File: config.mk
export PLATFORM = sky130hd
export DESIGN_NAME = qpoint_accum_sequencer_flat
export DESIGN_NICKNAME = d
export VERILOG_FILES = /design/src/rtl/qpoint_accum_sequencer_if.sv /design/src/rtl/qpoint_accum_sequencer.sv /design/src/flat_wrapper.sv
export SDC_FILE = /design/constraint.sdc
export NUM_CORES = 1
export LEC_CHECK = 0
export CELL_PAD_IN_SITES_DETAIL_PLACEMENT = 0
export CELL_PAD_IN_SITES_GLOBAL_PLACEMENT = 1
export CORE_UTILIZATION = 35
export DETAILED_ROUTE_END_ITERATION = 6
export PLACE_DENSITY_LB_ADDON = 0.1
export SKIP_CTS_REPAIR_TIMING = 1
export SYNTH_ARGS = -nofsm -noshare
export SYNTH_HDL_FRONTEND = slang
export SYNTH_SLANG_ARGS = --single-unit
File: constraint.sdc
create_clock -name clk -period 4.15 [get_ports clk]
set_input_delay 0.83 -clock clk [delete_from_list [all_inputs] [get_ports clk]]
set_output_delay 0.83 -clock clk [all_outputs]
set_load 0.02 [all_outputs]
File: src/rtl/qpoint_accum_sequencer_if.sv
// Bundles the weight/spike memory port, the external Q-point adder port and the
// pass control/result signals of the accumulation sequencer.
interface qpoint_accum_if #(
  parameter int INP_WIDTH  = 8,
  parameter int ACC_WIDTH  = 12,
  parameter int ADDR_WIDTH = 7
);
  logic                         start;
  logic                         abort;
  logic                         w_rd_en;
  logic        [ADDR_WIDTH-1:0] w_addr;
  logic signed [INP_WIDTH-1:0]  w_data;
  logic                         spk_in;
  logic signed [ACC_WIDTH-1:0]  add_a;
  logic signed [ACC_WIDTH-1:0]  add_b;
  logic signed [ACC_WIDTH:0]    add_c;
  logic                         busy;
  logic                         done;
  logic signed [ACC_WIDTH-1:0]  acc_out;
  logic                         sat_flag;
  logic        [ADDR_WIDTH:0]   spike_count;

  modport slave (
    input  start, abort, w_data, spk_in, add_c,
    output w_rd_en, w_addr, add_a, add_b, busy, done, acc_out, sat_flag, spike_count
  );

  modport master (
    output start, abort, w_data, spk_in, add_c,
    input  w_rd_en, w_addr, add_a, add_b, busy, done, acc_out, sat_flag, spike_count
  );
endinterface

File: src/rtl/qpoint_accum_sequencer.sv
// Walks the weight/spike memory once per start, feeding spiking weights through the
// external Q-point adder into a saturating membrane-potential accumulator.
module qpoint_accum_sequencer #(
  parameter int INP_WIDTH  = 8,
  parameter int ACC_WIDTH  = 12,
  parameter int NUM_W      = 125,
  parameter int ADDR_WIDTH = 7
) (
  input  logic        clk,
  input  logic        rst_n,
  qpoint_accum_if.slave bus
);

  typedef enum logic [1:0] {S_IDLE, S_RUN, S_DRAIN, S_DONE} state_t;

  localparam logic [ADDR_WIDTH-1:0]       LAST_ADDR = ADDR_WIDTH'(NUM_W - 1);
  localparam logic signed [ACC_WIDTH-1:0] ACC_MAX   = {1'b0, {(ACC_WIDTH-1){1'b1}}};
  localparam logic signed [ACC_WIDTH-1:0] ACC_MIN   = {1'b1, {(ACC_WIDTH-1){1'b0}}};

  state_t                       r_state;
  logic                         r_rd_en;
  logic        [ADDR_WIDTH-1:0] r_addr;
  logic                         r_vld_p1;
  logic signed [ACC_WIDTH-1:0]  r_acc;
  logic                         r_sat;
  logic        [ADDR_WIDTH:0]   r_cnt;
  logic                         r_done;
  logic signed [ACC_WIDTH-1:0]  r_acc_out;
  logic                         r_sat_out;
  logic        [ADDR_WIDTH:0]   r_cnt_out;

  logic                         w_hit;
  logic                         w_ovf;

  // A sum whose two top bits disagree has left the ACC_WIDTH range.
  function automatic logic signed [ACC_WIDTH-1:0] sat_sum(input logic signed [ACC_WIDTH:0] s);
    if (s[ACC_WIDTH] != s[ACC_WIDTH-1])
      return s[ACC_WIDTH] ? ACC_MIN : ACC_MAX;
    return s[ACC_WIDTH-1:0];
  endfunction

  assign w_hit = r_vld_p1 & bus.spk_in;
  assign w_ovf = bus.add_c[ACC_WIDTH] ^ bus.add_c[ACC_WIDTH-1];

  assign bus.add_a       = r_acc;
  assign bus.add_b       = w_hit ? {{(ACC_WIDTH-INP_WIDTH){bus.w_data[INP_WIDTH-1]}}, bus.w_data}
                                 : '0;
  assign bus.w_rd_en     = r_rd_en;
  assign bus.w_addr      = r_addr;
  assign bus.busy        = (r_state != S_IDLE);
  assign bus.done        = r_done;
  assign bus.acc_out     = r_acc_out;
  assign bus.sat_flag    = r_sat_out;
  assign bus.spike_count = r_cnt_out;

  always_ff @(posedge clk or negedge rst_n) begin
    if (!rst_n) begin
      r_state   <= S_IDLE;
      r_rd_en   <= 1'b0;
      r_addr    <= '0;
      r_vld_p1  <= 1'b0;
      r_acc     <= '0;
      r_sat     <= 1'b0;
      r_cnt     <= '0;
      r_done    <= 1'b0;
      r_acc_out <= '0;
      r_sat_out <= 1'b0;
      r_cnt_out <= '0;
    end else begin
      r_done   <= 1'b0;
      r_vld_p1 <= r_rd_en;

      // p1: returned word is valid; integrate it when its spike bit is set
      if (w_hit) begin
        r_acc <= sat_sum(bus.add_c);
        r_sat <= r_sat | w_ovf;
        r_cnt <= r_cnt + (ADDR_WIDTH+1)'(1);
      end

      unique case (r_state)
        S_IDLE: begin
          if (bus.start && !bus.abort) begin
            r_acc   <= '0;
            r_sat   <= 1'b0;
            r_cnt   <= '0;
            r_addr  <= '0;
            r_rd_en <= 1'b1;
            r_state <= S_RUN;
          end
        end
        S_RUN: begin
          if (bus.abort) begin
            r_rd_en  <= 1'b0;
            r_vld_p1 <= 1'b0;
            r_state  <= S_IDLE;
          end else if (r_addr == LAST_ADDR) begin
            r_rd_en <= 1'b0;
            r_state <= S_DRAIN;
          end else begin
            r_addr <= r_addr + ADDR_WIDTH'(1);
          end
        end
        S_DRAIN: begin
          if (bus.abort) begin
            r_vld_p1 <= 1'b0;
            r_state  <= S_IDLE;
          end else begin
            r_state <= S_DONE;
          end
        end
        S_DONE: begin
          r_done    <= 1'b1;
          r_acc_out <= r_acc;
          r_sat_out <= r_sat;
          r_cnt_out <= r_cnt;
          r_state   <= S_IDLE;
        end
        default: r_state <= S_IDLE;
      endcase
    end
  end

endmodule

File: src/flat_wrapper.sv
// flat-port wrapper written by rule: the top's interface ports become plain ports
module qpoint_accum_sequencer_flat 
#(
  parameter int INP_WIDTH  = 8,
  parameter int ACC_WIDTH  = 12,
  parameter int NUM_W      = 125,
  parameter int ADDR_WIDTH = 7
)
  (clk, rst_n, bus_start, bus_abort, bus_w_data, bus_spk_in, bus_add_c, bus_w_rd_en, bus_w_addr, bus_add_a, bus_add_b, bus_busy, bus_done, bus_acc_out, bus_sat_flag, bus_spike_count);
  qpoint_accum_if #(.INP_WIDTH(INP_WIDTH), .ACC_WIDTH(ACC_WIDTH), .ADDR_WIDTH(ADDR_WIDTH)) bus_i ();
  input  logic clk;
  input  logic rst_n;
  input wire logic [$bits(bus_i.start)-1:0] bus_start;
  input wire logic [$bits(bus_i.abort)-1:0] bus_abort;
  input wire logic [$bits(bus_i.w_data)-1:0] bus_w_data;
  input wire logic [$bits(bus_i.spk_in)-1:0] bus_spk_in;
  input wire logic [$bits(bus_i.add_c)-1:0] bus_add_c;
  output wire logic [$bits(bus_i.w_rd_en)-1:0] bus_w_rd_en;
  output wire logic [$bits(bus_i.w_addr)-1:0] bus_w_addr;
  output wire logic [$bits(bus_i.add_a)-1:0] bus_add_a;
  output wire logic [$bits(bus_i.add_b)-1:0] bus_add_b;
  output wire logic [$bits(bus_i.busy)-1:0] bus_busy;
  output wire logic [$bits(bus_i.done)-1:0] bus_done;
  output wire logic [$bits(bus_i.acc_out)-1:0] bus_acc_out;
  output wire logic [$bits(bus_i.sat_flag)-1:0] bus_sat_flag;
  output wire logic [$bits(bus_i.spike_count)-1:0] bus_spike_count;
  assign bus_i.start = bus_start;
  assign bus_i.abort = bus_abort;
  assign bus_i.w_data = bus_w_data;
  assign bus_i.spk_in = bus_spk_in;
  assign bus_i.add_c = bus_add_c;
  assign bus_w_rd_en = bus_i.w_rd_en;
  assign bus_w_addr = bus_i.w_addr;
  assign bus_add_a = bus_i.add_a;
  assign bus_add_b = bus_i.add_b;
  assign bus_busy = bus_i.busy;
  assign bus_done = bus_i.done;
  assign bus_acc_out = bus_i.acc_out;
  assign bus_sat_flag = bus_i.sat_flag;
  assign bus_spike_count = bus_i.spike_count;
  qpoint_accum_sequencer #(.INP_WIDTH(INP_WIDTH), .ACC_WIDTH(ACC_WIDTH), .NUM_W(NUM_W), .ADDR_WIDTH(ADDR_WIDTH)) u_core (.clk(clk), .rst_n(rst_n), .bus(bus_i));
endmodule
==> summary.md, run 1 <==
| Metric | Value |
|---|---|
| Synth area leaders | `dfrtp_1 (55%), mux2_2 (10%), ha_1 (5.1%), a21oi_1 (4.1%), nor2_1 (3.5%)` |
| Die H | `85.8 microns` |
| Vias in the first global route | `1804` |
| RD Place Congestion | `0.689` |
| Buffers on Ports | `80` |
| Pins Over Slew Limit | `0` |
| Crit end category | `primary output` |
| Routed WL per cell | `13.6 microns` |
| Initial Utilization | `36.2%` |
| Post-route antenna net violation count | `0` |
| Async S/R FF share, synth | `100%` |
| Max IR drop VDD | `0.294 mV` |
| Fillers | `645` |
| Sum Neg Setup Slack | `0 ps` |
| DRT Wirelength | `5.38 mm` |
| Cell count after synthesis | `222` |
| Fraction of layout cells with a size suffix above 1 | `12.0%` |
| Largest net degree at the start of global routing | `35` |
| First-pass GRT wire length | `9.22 mm` |
| FF-to-FF Start | `u_core.r_state[1]$_DFFE_PN0P_` |
| TritonCTS Buffers | `5` |
| CP Cell Sequence | `clkdlybuf4s50_1, and3_1, clkdlybuf4s50_1` |
| Sequential Power Share | `38.8%` |
| Fin nets | `335` |
| Synth-to-Final Area Change | `39.4%` |
| Int Pwr | `1.33 mW` |
| Sequential area share after synthesis | `55.0%` |
| CP max FO | `10` |
| RSZ-0062 raised after global routing | `no` |
| Synth Flop Type | `dfrtp_1` |
| Placed insts | `388` |
| Clock network fraction of design power | `14.7%` |
| Deepest level of the CTS H-tree | `2` |
| CTS tree | `yes` |
| Post-Syn Nets | `258` |
| Post-DR vias/cell | `4.80` |
| Slowest-stage cell, CP | `clkdlybuf4s50_1` |
| Yosys cell types | `30` |
| Fin Clk Skew | `7.05 ps` |
| GRT overflow | `0` |
| Std-Cell Rows | `30` |
| Most common cell after layout, fill and taps aside | `clkdlybuf4s50_1` |
| Crit start category | `input pin` |
| Most frequent CP cell | `clkdlybuf4s50_1` |
| Final std cells w/o fill | `396` |
| Worst skew pair latency | `310 ps` |
| CTS max path bufs | `2` |
| Antenna diodes | `0` |
| Comb power frac | `46.4%` |
| Cell taking the most area after synthesis | `dfrtp_1` |
| Clk root buf | `clkbuf_8` |
| Most frequent cells in the layout | `clkdlybuf4s50_1 (79), dfrtp_1 (54), nor2_1 (23)` |
| FMAX | `308 MHz` |
| Kind of critical path | `in -> out` |
| Sw Share | `38.0%` |
| Tightest Hold Check Type | `in -> async` |
| Critical Path Max Stage Delay | `660 ps` |
| Max cap viols | `0` |
| Sequential cell area | `1350 sq um` |
| Status | `finished, final reports clean` |
| Die W | `85.8 microns` |
| Total track usage | `16.1%` |
| Antenna violations before repair | `0` |
| Max-slew headroom | `29.8%` |
| Area of the multi-input gates | `1000 sq um` |
| Leakage | `1.55 nW` |
| Number of synthesized flops with an enable pin | `0` |
| Buf/Inv on CP | `2` |
| DR iter-0 viols | `61` |
| Mean post-synth cell area | `11.1 sq um` |
| Yosys warns | `0` |
| Final period utilization | `78.3%` |
| DRC violations left | `0` |
| Top-level port count | `81` |
| Period minus WS final | `3250 ps` |
| CP Launch Point | `bus_spk_in` |
| Psw | `0.813 mW` |
| Via count | `1901` |
| Final hold vios | `0` |
| CP delay by family, top | `buffers and inverters` |
| Required @ worst endpoint | `3320 ps` |
| # setup viols final | `0` |
| Clock transition at path regs | `100 ps` |
| Slew @ Worst Pin | `1050 ps` |
| Synth Cell Area | `2460 sq um` |
| Dpl hpwl | `3.72 mm` |
| First-pass DRT Iterations | `4` |
| Top cell type's share of synthesized area | `55.0%` |
| Core area | `6790 sq um` |
| Worst EP arrival | `2420 ps` |
| Clock Sinks | `54` |
| Die area | `7360 sq um` |
| Pwr per Cell Area | `624 nW/um^2` |
| Flops & latches, synth | `54` |
## synth_stat cells (2+ instances only)
| cell type | count |
|---|---|
| dfrtp_1 | 54 |
| nor2_1 | 23 |
| mux2_2 | 22 |
| a21oi_1 | 20 |
| nor3_1 | 14 |
| and3_1 | 11 |
| ha_1 | 10 |
| inv_1 | 10 |
| nand2_1 | 8 |
| clkbuf_1 | 7 |
| xor2_1 | 6 |
| o21ai_1 | 5 |
| buf_4 | 4 |
| nand4_1 | 4 |
| or3_1 | 4 |
| mux2i_1 | 3 |
| and2_1 | 2 |
| nand3_1 | 2 |
| o21ai_0 | 2 |
## per-layer routing
metal	up-vias	routed length, microns	global-route usage (%)
li1	915	-	-
met1	928	2560	22.0
met2	52	2450	24.9
met3	6	304	4.52
met4	0	63	4.55
met5	-	0	0
## power groups by stage
stage	combinational, mW	sequential [mW]	clock, mW
finish	0.993	0.830	0.315
global route	1.08	0.857	0.349
CTS	1.01	0.834	0.329
detailed placement	1.00	0.840	0
global placement	0.994	0.839	0
floorplan	0.396	0.992	0
## worst register-to-register path: stages, from the launching register on
cell and delay (ps):
dfrtp_1 380, inv_1 100, ha_1 250, and3_1 170
a211o_1 440, or4_1 510, a21oi_1 150
## through the flow
stage | util [%] | setup WS, ps | hold WS (ps) | cell area, sq um | total power [mW]
after floorplan | - | 1970 | 461 | 2460 | 1.39
final | 50.5 | 900 | 474 | 3430 | 2.14
after CTS | 50.5 | 874 | 490 | 3430 | 2.17
after global routing | 50.5 | 815 | 517 | 3430 | 2.29
after global placement | 49.0 | 960 | 476 | 3330 | 1.83
after detailed placement | 49.0 | 879 | 495 | 3330 | 1.84
## path summary, 6_finish.rpt
path                                                     to  slack, ps  cells after the start
setup / recovery                               bus_add_b[7]        900                      3
hold / removal                    u_core.bus.done$_DFF_PN0_        470                      1
setup reg to reg           u_core.bus.w_addr[5]$_DFFE_PN0P_       2090                      6
hold reg to reg                      u_core.r_sat$_DFF_PN0_        510                      2
max in group asynchronous    u_core.bus.add_a[11]$_DFF_PN0_       2870                      2
min in group clk                     u_core.r_sat$_DFF_PN0_        510                      2
## sequential cells by signal, indices dropped and copies added, names as in the netlist, 2 cells and up
register,count
u_core.bus.acc_out,12
u_core.bus.add_a,12
u_core.r_cnt,8
u_core.bus.spike_count,8
u_core.r_state,2
u_core.bus.w_addr,7
## cell families (layout without fill, tap and decap cells)
kind of cell / Yosys count / in the layout / share of synthesized area (%)
flip-flops: 54 / 54 / 55.0
XOR/XNOR: 7 / 7 / 2.49
AND/OR/NAND/NOR: 70 / 70 / 14.1
buffers and inverters: 23 / 101 / 4.48
multiplexers: 25 / 25 / 11.3
AO/OA/AOI/OAI: 33 / 33 / 7.58
adder cells (fa/ha/maj): 10 / 10 / 5.09
## final cells by class
class	instances	area share, %
Timing Repair Buffer	83	23.9
Inverter	10	1.09
Clock inverter	2	0.474
Tap cell	96	3.50
Clock buffer	6	2.41
Multi-Input combinational cell	145	29.2
Sequential cell	54	39.4
No activity file was read; power rests on OpenSTA's default activity.
==> run 2, diff against run 1 <==
--- a/config.mk
+++ b/config.mk
@@ -7,7 +7,7 @@
 export LEC_CHECK = 0
 export CELL_PAD_IN_SITES_DETAIL_PLACEMENT = 0
 export CELL_PAD_IN_SITES_GLOBAL_PLACEMENT = 1
-export CORE_UTILIZATION = 35
+export CORE_UTILIZATION = 31
 export DETAILED_ROUTE_END_ITERATION = 6
 export PLACE_DENSITY_LB_ADDON = 0.1
 export SKIP_CTS_REPAIR_TIMING = 1
==> constraint.sdc (replaced) <==
create_clock -name clk -period 2.8 [get_ports clk]
set_input_delay 0.56 -clock clk [delete_from_list [all_inputs] [get_ports clk]]
set_output_delay 0.56 -clock clk [all_outputs]
set_load 0.02 [all_outputs]
==> run 2 against run 1 <==
Clock power up 50%. Critical path depth unchanged. Final cell count up 2.5%. Register-to-register slack worse by 1300 ps. Critical endpoint is now bus_add_b[10]. Largest cell class unchanged.
==> summary.md, run 2 (synthesized netlist as in run 1, its figures left out) <==
| Metric | Value |
|---|---|
| CTS max path bufs | `2` |
| Slew @ Worst Pin | `806 ps` |
| Fraction of layout cells with a size suffix above 1 | `13.2%` |
| Synth-to-Final Area Change | `41.0%` |
| Final hold vios | `0` |
| GRT overflow | `0` |
| Pwr per Cell Area | `915 nW/um^2` |
| Worst EP arrival | `2110 ps` |
| Tightest Hold Check Type | `in -> async` |
| Routed WL per cell | `14.2 microns` |
| Deepest level of the CTS H-tree | `2` |
| # setup viols final | `0` |
| Dpl hpwl | `4.06 mm` |
| Max-slew headroom | `45.9%` |
| Kind of critical path | `in -> out` |
| Final period utilization | `95.3%` |
| Required @ worst endpoint | `2240 ps` |
| Crit end category | `primary output` |
| Period minus WS final | `2670 ps` |
| Via count | `1920` |
| Total track usage | `14.9%` |
| DRT Wirelength | `5.75 mm` |
| Most frequent cells in the layout | `clkdlybuf4s50_1 (79), dfrtp_1 (54), nor2_1 (23)` |
| Status | `finished, final reports clean` |
| Die area | `8290 sq um` |
| First-pass DRT Iterations | `4` |
| Sequential cell area | `1350 sq um` |
| RSZ-0062 raised after global routing | `no` |
| Sum Neg Setup Slack | `0 ps` |
| Total Power | `3.17 mW` |
| Antenna diodes | `0` |
| Final-layout worst hold slack | `314 ps` |
| Std-Cell Rows | `32` |
| CTS tree | `yes` |
| Post-route worst setup slack | `130 ps` |
| Antenna violations before repair | `0` |
| Pre-CTS setup slack | `100 ps` |
| Die W | `91.1 microns` |
| Worst skew pair latency | `310 ps` |
| Pins Over Slew Limit | `0` |
| Buffers on Ports | `80` |
| Most common cell after layout, fill and taps aside | `clkdlybuf4s50_1` |
| Leakage | `1.57 nW` |
| Area of the multi-input gates | `1000 sq um` |
| First-pass GRT wire length | `9.88 mm` |
| DR iter-0 viols | `41` |
| Core area | `7690 sq um` |
| Fillers | `797` |
| Placed insts | `398` |
| Crit start category | `input pin` |
| Die H | `91.1 microns` |
| Max IR drop VDD | `0.405 mV` |
| Clock transition at path regs | `100 ps` |
| TritonCTS Buffers | `5` |
| RD Place Congestion | `0.672` |
| CP max FO | `9` |
| Post-DR vias/cell | `4.73` |
| Post-route antenna net violation count | `0` |
| Initial Utilization | `32.0%` |
| Top-level port count | `81` |
| Max cap viols | `0` |
| Fin Clk Skew | `5.00 ps` |
| Final std cells w/o fill | `406` |
| Clock Sinks | `54` |
| Largest net degree at the start of global routing | `34` |
| FMAX | `375 MHz` |
| Vias in the first global route | `1968` |
| Clk root buf | `clkbuf_8` |
| DRC violations left | `0` |
| Fin nets | `339` |
-- run 2: final cells by class --
| cell class | instances | area share (%) |
|---|---|---|
| well taps | 102 | 3.68 |
| repair buffers | 87 | 24.5 |
| flip-flops and latches | 54 | 39.0 |
| clock inverters | 2 | 0.469 |
| multi-input cells | 145 | 28.9 |
| inverters | 10 | 1.08 |
| clock buffers | 6 | 2.38 |
-- run 2: worst paths after layout --
| kind | from | to | slack, ps | cells after the start |
|---|---|---|---|---|
| worst max register to register | u_core.r_state[1]$_DFFE_PN0P_ | u_core.bus.w_addr[5]$_DFFE_PN0P_ | 780 | 6 |
| worst max-delay path | bus_spk_in | bus_add_b[10] | 130 | 3 |
| max in group asynchronous | rst_n | u_core.bus.add_a[1]$_DFF_PN0_ | 1810 | 2 |
| min in group clk | u_core.r_sat$_DFF_PN0_ | u_core.r_sat$_DFF_PN0_ | 510 | 2 |
| worst min-delay path | rst_n | u_core.bus.done$_DFF_PN0_ | 310 | 1 |
| worst min register to register | u_core.r_sat$_DFF_PN0_ | u_core.r_sat$_DFF_PN0_ | 510 | 2 |
-- run 2: power by group --
| part | leakage (nW) | switching, mW | internal [mW] |
|---|---|---|---|
| Clock | 0.0478 | 0.266 | 0.204 |
| Combinational | 0.812 | 0.745 | 0.732 |
| Sequential | 0.710 | 0.192 | 1.03 |
-- run 2: worst max-delay path, cell delays in order --
cell             delay (ps)
clkdlybuf4s50_1         630
and3_1                  290
clkdlybuf4s50_1         630
-- run 2: metal layers --
metal	vias to the layer above	wire length, microns	global-route usage, %
li1	925	-	-
met1	944	2670	18.3
met2	44	2730	25.8
met3	7	293	4.02
met4	0	62	3.57
met5	-	0	0
-- run 2: metrics by stage --
stage | util, % | area, sq um
floorplan | - | 2460
global placement | 43.8 | 3370
detailed placement | 43.8 | 3370
CTS | 45.1 | 3470
global route | 45.1 | 3470
finish | 45.1 | 3470
==> run 3, diff against run 2 <==
--- a/config.mk
+++ b/config.mk
@@ -5,6 +5,7 @@
 export SDC_FILE = /design/constraint.sdc
 export NUM_CORES = 1
 export LEC_CHECK = 0
+export ABC_AREA = 1
 export CELL_PAD_IN_SITES_DETAIL_PLACEMENT = 0
 export CELL_PAD_IN_SITES_GLOBAL_PLACEMENT = 1
 export CORE_UTILIZATION = 31
==> run 3 against run 2 <==
Cell area rose by 4.3%. Clock-buffer cell count down 1. Non-clock buffer count fell by 2. Via count up 7.4%. Final cell count increased by 14%. Utilization is 0.89 points lower. Clock skew rose by 9.7 ps. Synthesized cell count rose by 25%. Power rose by 12%. Critical endpoint unchanged.
==> summary.md, run 3 <==
| Metric | Value |
|---|---|
| Post-DR vias/cell | `4.46` |
| Largest net degree at the start of global routing | `30` |
| Std-Cell Rows | `33` |
| FF-to-FF End | `u_core.bus.w_addr[1]$_DFFE_PN0P_` |
| Pins Over Slew Limit | `0` |
| Slew @ Worst Pin | `744 ps` |
| Sum Neg Setup Slack | `0 ps` |
| Worst EP arrival | `2090 ps` |
| Count leader, synth | `dfrtp_1` |
| Top cell type's share of synthesized area | `51.8%` |
| R2r setup slk | `830 ps` |
| RSZ-0062 raised after global routing | `no` |
| Die area | `8790 sq um` |
| DR iter-0 viols | `27` |
| Critical path endpoint | `bus_add_b[10]` |
| Sequential area share after synthesis | `51.8%` |
| Buffers on Ports | `80` |
| DRT Wirelength | `5.94 mm` |
| Top-level port count | `81` |
| Final hold vios | `0` |
| Total track usage | `14.3%` |
| Final period utilization | `94.8%` |
| Clk root buf | `clkbuf_8` |
| GRT overflow | `0` |
| CTS max path bufs | `2` |
| First-pass DRT Iterations | `4` |
| RD Place Congestion | `0.696` |
| Mean post-synth cell area | `9.39 sq um` |
| Crit end category | `primary output` |
| Commonest cells in the synthesized netlist | `dfrtp_1 (54), nand2_1 (52), nor2_1 (30)` |
| Fin Clk Skew | `14.7 ps` |
| Via count | `2062` |
| Max-slew headroom | `50.2%` |
| Status | `finished, final reports clean` |
| Die W | `93.8 microns` |
| Post-Syn Nets | `314` |
| Async S/R FF share, synth | `100%` |
| Routed WL per cell | `12.8 microns` |
| Area of the multi-input gates | `1070 sq um` |
| Yosys warns | `0` |
| Core area | `8180 sq um` |
| Dpl hpwl | `4.26 mm` |
| Deepest level of the CTS H-tree | `2` |
| TritonCTS Buffers | `5` |
| R2R depth | `7` |
| Max IR drop VDD | `0.506 mV` |
| Number of synthesized flops with an enable pin | `0` |
| Cell taking the most area after synthesis | `dfrtp_1` |
| Cell count after synthesis | `278` |
| Period minus WS final | `2650 ps` |
| Post-route antenna net violation count | `0` |
| Synth Flop Type | `dfrtp_1` |
| CP max FO | `11` |
| Fillers | `834` |
| Antenna diodes | `0` |
| First-pass GRT wire length | `9.72 mm` |
| FF-to-FF Start | `u_core.r_state[1]$_DFFE_PN0P_` |
| Layout Utilization | `44.2%` |
| Kind of critical path | `in -> out` |
| Crit start category | `input pin` |
| Die H | `93.8 microns` |
| Required @ worst endpoint | `2240 ps` |
| Most common cell after layout, fill and taps aside | `clkdlybuf4s50_1` |
| Yosys cell types | `27` |
| # setup viols final | `0` |
| Clock transition at path regs | `110 ps` |
| FMAX | `377 MHz` |
| Antenna violations before repair | `0` |
| Worst skew pair latency | `310 ps` |
| Pwr per Cell Area | `985 nW/um^2` |
| CTS tree | `yes` |
| Fraction of layout cells with a size suffix above 1 | `10.1%` |
| Fin nets | `392` |
| Sequential cell area | `1350 sq um` |
| Max cap viols | `0` |
| Tightest Hold Check Type | `in -> async` |
| Synth-to-Final Area Change | `38.4%` |
| DRC violations left | `0` |
| Vias in the first global route | `1906` |
| Synth Cell Area | `2610 sq um` |
| Synth area leaders | `dfrtp_1 (52%), nand2_1 (7.5%), mux2_1 (5.2%), ha_1 (4.8%), nor2_1 (4.3%)` |
| Clock Sinks | `54` |
| Initial Utilization | `31.9%` |
| CP Launch Point | `bus_spk_in` |
| Leakage | `1.63 nW` |
| Most frequent cells in the layout | `clkdlybuf4s50_1 (79), dfrtp_1 (54), nand2_1 (52)` |
| Flops & latches, synth | `54` |
[run 3: changes by cell type after synthesis, sizes merged, moves of 9 or more]
cell   change
inv       +17
nor3      -11
nand2     +47
nor2       +9
nand3     +11
and3      -11
o21ai     +15
[run 3: per-layer routing]
metal  global-route usage (%)  share of wire, %  up-vias
li1                         -                 -     1052
met4                     4.23               1.1        0
met1                     20.2                51      943
met5                        0                 0        -
met3                     3.16               6.5        6
met2                     21.8                42       61
[run 3: worst max-delay path: stages]
cell and delay (ps):
clkdlybuf4s50_1 470, nand2_2 140, nor2_1 260, clkdlybuf4s50_1 660
[run 3: final cells by class]
type,count,share of cell area [%]
inverters,27,2.80
flip-flops and latches,54,37.4
well taps,105,3.64
repair buffers,85,23.4
clock buffers,5,1.90
multi-input cells,183,29.6
clock inverters,3,1.25
[run 3: report_power, final]
group	switching (mW)	internal, mW	total, mW
sequential	0.205	1.07	1.28
combinational	0.953	0.796	1.75
clock	0.268	0.266	0.535
[run 3: cell families after synthesis]
group	count (synthesis)	share of synthesized area, %
AO/OA/AOI/OAI	44	9.30
XOR/XNOR	4	1.34
adder cells (fa/ha/maj)	10	4.79
buffers and inverters	41	7.24
flip-flops	54	51.8
multiplexers	18	7.77
AND/OR/NAND/NOR	107	17.8
[run 3: how the worst min path moves through the flow]
stage,to,depth (start not counted),startpoint
after floorplan,u_core.bus.acc_out[0]$_DFFE_PN0P_,0,rst_n
after global placement,u_core.bus.spike_count[1]$_DFFE_PN0P_,1,u_core.bus.spike_count[1]$_DFFE_PN0P_
after detailed placement,u_core.bus.acc_out[10]$_DFFE_PN0P_,1,u_core.bus.acc_out[10]$_DFFE_PN0P_
after CTS,u_core.bus.acc_out[6]$_DFFE_PN0P_,1,rst_n
after global routing,u_core.bus.acc_out[6]$_DFFE_PN0P_,1,rst_n
final,u_core.bus.acc_out[6]$_DFFE_PN0P_,1,rst_n
[run 3: stage by stage]
step	setup slack (ps)	area (sq um)	hold slack (ps)	power, mW	cells
6_report	146	3610	245	3.56	462
5_1_grt	66.2	3610	287	3.84	462
4_1_cts	103	3610	271	3.62	462
3_5_place_dp	103	3500	475	3.08	454
3_3_place_gp	151	3500	468	3.05	454
2_1_floorplan	752	2610	264	2.33	278
